==> src/rtl/gate_unit_pipe.sv <==
// gate_unit_pipe: registered bitwise gate unit with optional accumulator
// chaining and a 2-entry result queue behind a valid/ready handshake.
// The flags are computed once, when a result is pushed. The head of the
// queue is copied into output registers, so y and its flags keep the last
// popped value while the queue is empty.
module gate_unit_pipe #(
    parameter int WIDTH = 8
) (
    input  logic             clk,
    input  logic             rst,
    input  logic             in_valid,
    output logic             in_ready,
    input  logic [2:0]       op,
    input  logic             acc_mode,
    input  logic [WIDTH-1:0] a,
    input  logic [WIDTH-1:0] b,
    input  logic             acc_clr,
    output logic             out_valid,
    input  logic             out_ready,
    output logic [WIDTH-1:0] y,
    output logic             zero,
    output logic             all_ones,
    output logic             parity,
    output logic [WIDTH-1:0] acc
);

    localparam int EW = WIDTH + 3;  // entry: {result, zero, all_ones, parity}

    logic [WIDTH-1:0] w_opb;
    logic [WIDTH-1:0] w_res;
    logic [EW-1:0]    w_entry;
    logic             w_push;
    logic             w_pop;
    logic [1:0]       w_count_next;
    logic             w_head_load;
    logic [EW-1:0]    w_head_next;

    logic [EW-1:0]    r_mem [0:1];
    logic             r_wr_ptr;
    logic             r_rd_ptr;
    logic [1:0]       r_count;
    logic             r_in_ready;
    logic [WIDTH-1:0] r_acc;
    logic [WIDTH-1:0] r_y;
    logic             r_zero;
    logic             r_ones;
    logic             r_par;

    // Select the second operand and evaluate the gate function with its flags
    always_comb begin
        w_opb = acc_mode ? r_acc : b;
        w_res = '0;
        case (op)
            3'd0:    w_res = ~a;
            3'd1:    w_res = a & w_opb;
            3'd2:    w_res = a | w_opb;
            3'd3:    w_res = ~(a & w_opb);
            3'd4:    w_res = ~(a | w_opb);
            3'd5:    w_res = a ^ w_opb;
            3'd6:    w_res = ~(a ^ w_opb);
            default: w_res = a;
        endcase
        w_entry = {w_res, (w_res == '0), (&w_res), (^w_res)};
    end

    // Handshakes, next occupancy and the value that becomes the new head
    always_comb begin
        w_push      = in_valid && r_in_ready;
        w_pop       = (r_count != 2'd0) && out_ready;
        w_head_load = 1'b0;
        w_head_next = w_entry;
        case ({w_push, w_pop})
            2'b10:   w_count_next = r_count + 2'd1;
            2'b01:   w_count_next = r_count - 2'd1;
            default: w_count_next = r_count;
        endcase
        if (w_pop) begin
            // Full queue never pushes (in_ready is low), so the second slot
            // becomes head; with one entry a same-cycle push becomes head.
            if (r_count == 2'd2) begin
                w_head_load = 1'b1;
                w_head_next = r_mem[~r_rd_ptr];
            end else if (w_push) begin
                w_head_load = 1'b1;
            end
        end else if ((r_count == 2'd0) && w_push) begin
            w_head_load = 1'b1;
        end
    end

    // Queue storage: each slot captures the pushed entry when the write pointer selects it
    generate
        for (genvar gi = 0; gi < 2; gi++) begin : g_slot
            always_ff @(posedge clk or posedge rst) begin
                if (rst) begin
                    r_mem[gi] <= '0;
                end else if (w_push && (r_wr_ptr == 1'(gi))) begin
                    r_mem[gi] <= w_entry;
                end
            end
        end
    endgenerate

    // Pointers, occupancy, registered in_ready, accumulator and head output registers
    always_ff @(posedge clk or posedge rst) begin
        if (rst) begin
            r_wr_ptr   <= 1'b0;
            r_rd_ptr   <= 1'b0;
            r_count    <= 2'd0;
            r_in_ready <= 1'b1;
            r_acc      <= '0;
            r_y        <= '0;
            r_zero     <= 1'b1;
            r_ones     <= 1'b0;
            r_par      <= 1'b0;
        end else begin
            if (w_push) begin
                r_wr_ptr <= ~r_wr_ptr;
            end
            if (w_pop) begin
                r_rd_ptr <= ~r_rd_ptr;
            end
            r_count    <= w_count_next;
            r_in_ready <= (w_count_next != 2'd2);
            // Clear wins over the chained update; the operand already used the old value
            if (acc_clr) begin
                r_acc <= '0;
            end else if (w_push && acc_mode) begin
                r_acc <= w_res;
            end
            if (w_head_load) begin
                r_y    <= w_head_next[EW-1:3];
                r_zero <= w_head_next[2];
                r_ones <= w_head_next[1];
                r_par  <= w_head_next[0];
            end
        end
    end

    assign in_ready  = r_in_ready;
    assign out_valid = (r_count != 2'd0);
    assign y         = r_y;
    assign zero      = r_zero;
    assign all_ones  = r_ones;
    assign parity    = r_par;
    assign acc       = r_acc;

endmodule

==> config.mk <==
export PLATFORM = sky130hd
export DESIGN_NAME = gate_unit_pipe
export DESIGN_NICKNAME = d
export VERILOG_FILES = /design/src/rtl/gate_unit_pipe.sv
export SDC_FILE = /design/constraint.sdc
export NUM_CORES = 1
export LEC_CHECK = 0
export BUFFER_PORTS_ARGS = -buffer_cell sky130_fd_sc_hd__buf_2
export CAP_MARGIN = 25
export CORE_ASPECT_RATIO = 1.75
export CORE_MARGIN = 2
export CORE_UTILIZATION = 50
export CTS_CLUSTER_DIAMETER = 120
export DETAILED_ROUTE_END_ITERATION = 12
export PLACE_DENSITY = 0.81
export SETUP_SLACK_MARGIN = 0.05
export SYNTH_ARGS = -nofsm -noshare
export SYNTH_HDL_FRONTEND = slang
export SYNTH_SLANG_ARGS = --single-unit
==> constraint.sdc <==
create_clock -name clk -period 2.8 [get_ports clk]
set_clock_uncertainty 0.2 [all_clocks]
set_input_delay 0.14 -clock clk [delete_from_list [all_inputs] [get_ports clk]]
set_output_delay 0.14 -clock clk [all_outputs]
set_load 0.01 [all_outputs]
==> out/metrics.csv <==
metric,value,unit
P_sw,1.09,mW
CP dominant cell by count,mux2_4,
Cells after DPL,444,
Initial DRT Pass Iterations,4,
Yosys top cell by area,dfrtp_1,
maximum vdd drop,0.276,mV
sequential power share,0.391,
die area,6730,µm²
initial antenna violation count,0,
Final GP Congestion,0.782,
Yosys warning count,0,
"most common cell after layout, fill and taps aside",buf_2,
fin crit share,1.04,
RSZ-0062 raised after global routing,true,
worst slew pin tran,0.925,ns
Cell Rows,37,
Overall Global Routing Usage,0.217,
CTS tree,built,
Critical Path Slowest Stage Cell,mux4_2,
grt total ovfl,0,
worst-skew pair later-pin latency,0.29,ns
critical path depth,9,
DRC,0,
Die Span Y,107,µm
Place WS,-0.259,ns
drt wl/cell,15.3,µm
# clock sinks,46,
Max Root-Sink Buffers,2,
first-pass GRT wire length,11.7,mm
H-tree Lvls,2,
"Cell Area, Synth",3030,µm²
core area,5880,µm²
Initial Utilization,0.516,
Final Power,2.88,mW
Nets,429,
die width,62.9,µm
setup tns final,-0.105,ns
Post-Syn Nets,358,
combinational fraction of design power,0.465,
PnR worst setup slack,-0.105,ns
port bufs,45,
vias in the first global route,2512,
endpoints failing setup,1,
Worst EP required,2.78,ns
Critical Path AT,2.89,ns
Clk pwr share,0.143,
CP Launch Type,flip-flop,
Final Hold Vio Count,0,
pwr/cell area,760,nW/µm²
Cells after Synth,308,
"top cells by area, synth","dfrtp_1, ha_1, mux2i_1",
via-per-instance ratio,5.47,
ratio of cells with drive above 1 in the final layout,0.324,
CP peak stage delay,0.50,ns
status,finished with violations,
CP endpoint kind,flip-flop,
Yosys reg bits,46,
drt total wl,7.02,mm
Inserted Diodes,0,
Leak,1.89,nW
Synth Area per Inst,9.84,µm²
fin crit period,2.90,ns
Root Driver,clkbuf_8,
routed vias,2504,
DR iter-0 viols,98,
CTS Buf Count,5,
R2R cell count,9,
max-cap violation count,0,
Int Pwr,1.79,mW
worst-path cell chain,mux2i_2 > ha_1 > mux2_4 > mux4_2 > ha_4 > xnor2_4 > xnor2_2 > a21oi_1 > mux2_4,
CP top delay family,multiplexers,
critical setup path kind,reg -> reg,
Area Growth Syn to Fin,24.9,%
maximum clock frequency,0.344,GHz
Synth cell types,38,
Switching Fraction,0.378,
register area share after synthesis,0.381,
WHS Path Cells,3,
# IOs,46,
top-area cell type share of the netlist area,0.363,
worst hold path class,in -> reg,
failing checks,setup timing,
Max Slew Vio Count,0,
crit path max fanout,2,
Finished Layout Cells,458,
most frequent cells in the layout,"buf_2, dfrtp_1, nand2_1, buf_4, inv_1",
WP buf/inv,0,
remaining antenna violation count,0,
"Clk pin slew, worst setup/hold paths",0.08,ns
largest net degree at the start of global routing,47,
HPWL Detailed,5.37,mm
Slew headroom,0.382,
-- synth_stat cells, drive strengths merged --
| master | count |
|---|---|
| xor2 | 2 |
| a21o | 2 |
| nand4 | 2 |
| a21oi | 16 |
| nor2b | 5 |
| and2 | 1 |
| mux4 | 8 |
| a32o | 1 |
| xnor2 | 5 |
| and3 | 1 |
| o221ai | 6 |
| or2 | 2 |
| dfstp | 2 |
| or4b | 1 |
| o211ai | 1 |
| nand3 | 10 |
| buf | 8 |
| clkbuf | 6 |
| inv | 27 |
| a211oi | 9 |
| mux2i | 20 |
| mux2 | 7 |
| nand2 | 27 |
| nand3b | 9 |
| o21ai | 32 |
| o21a | 3 |
| nor2 | 15 |
| ha | 25 |
| o311a | 1 |
| nand2b | 7 |
| nor3 | 2 |
| dfrtp | 44 |
| a21boi | 1 |
-- state kept, by name, indices dropped and copies added (netlist names) --
| register | count |
|---|---|
| all_ones | 1 |
| r_count | 2 |
| zero | 1 |
| r_mem | 22 |
| in_ready | 1 |
| acc | 8 |
| r_rd_ptr | 1 |
| r_wr_ptr | 1 |
| y | 8 |
| parity | 1 |
-- cell type report --
cell class	count	area (µm²)
Fill cell	474	2090
Clock inverter	1	5.00
Tap cell	78	97.6
Timing Repair Buffer	78	502
Sequential cell	46	1150
Clock buffer	7	86.3
Multi-Input combinational cell	221	1840
Inverter	27	101
-- timing repair --
action | 4_1_cts | 5_1_grt
gates resized for setup | 12 | 14
setup buffers | 3 | 1
hold endpoints to repair | 46 | 0
setup endpoints to repair | 2 | 6
hold buffers | 2 | 0
pin swaps | 7 | 15
-- cell families (layout without fill, tap and decap cells) --
family / Yosys count / after routing / share of synthesized area
XOR/XNOR: 7 / 7 / 0.0202
multiplexers: 35 / 35 / 0.151
flip-flops: 46 / 46 / 0.381
AND/OR/NAND/NOR: 82 / 82 / 0.135
AO/OA/AOI/OAI: 72 / 72 / 0.145
adder cells (fa/ha/maj): 25 / 25 / 0.103
buffers and inverters: 41 / 113 / 0.0652
-- per-layer routing --
| layer | track usage | up-vias | routed length, µm |
|---|---|---|---|
| met5 | 0 | - | 0 |
| met4 | 0.0683 | 0 | 172 |
| met3 | 0.0136 | 14 | 190 |
| met2 | 0.438 | 60 | 3960 |
| met1 | 0.232 | 1203 | 2690 |
| li1 | - | 1227 | - |
-- worst register-to-register path: cells and delay by family, from the launching register on --
kind            cells  cell delay, ns
mux                 4            1.23
fa+ha+maj           2            0.61
flops               1            0.40
xor+xnor            2            0.26
compound gates      1            0.09
-- per-stage QoR --
step / hold WS [ns] / util / instance area, µm²
floorplan: 0.00676 / - / 3090
global placement: 0.186 / 0.601 / 3530
detailed placement: 0.207 / 0.601 / 3530
CTS: 0.0288 / 0.632 / 3720
global route: 0.0635 / 0.644 / 3790
finish: 0.0378 / 0.644 / 3790
-- path summary, 6_finish.rpt --
| path | startpoint | end | slack (ns) |
|---|---|---|---|
| setup reg to reg | acc[3] | parity | -0.10 |
| setup / recovery | acc[3] | parity | -0.10 |
| max in group asynchronous | rst | y[7] | 1.42 |
| min in group asynchronous | rst | r_count[0] | 0.40 |
| hold / removal | out_ready | r_rd_ptr | 0.04 |
| hold reg to reg | r_mem[5] | r_mem[5] | 0.28 |
-- power by group through the flow --
| stage | clock network (mW) | registers, mW | logic (mW) |
|---|---|---|---|
| 6_report | 0.413 | 1.13 | 1.34 |
| 5_1_grt | 0.447 | 1.16 | 1.48 |
| 4_1_cts | 0.423 | 1.13 | 1.29 |
| 3_5_place_dp | 0 | 1.14 | 1.17 |
| 3_3_place_gp | 0 | 1.12 | 1.13 |
| 2_1_floorplan | 0 | 1.11 | 0.803 |
(Power assumes the default switching activity.)
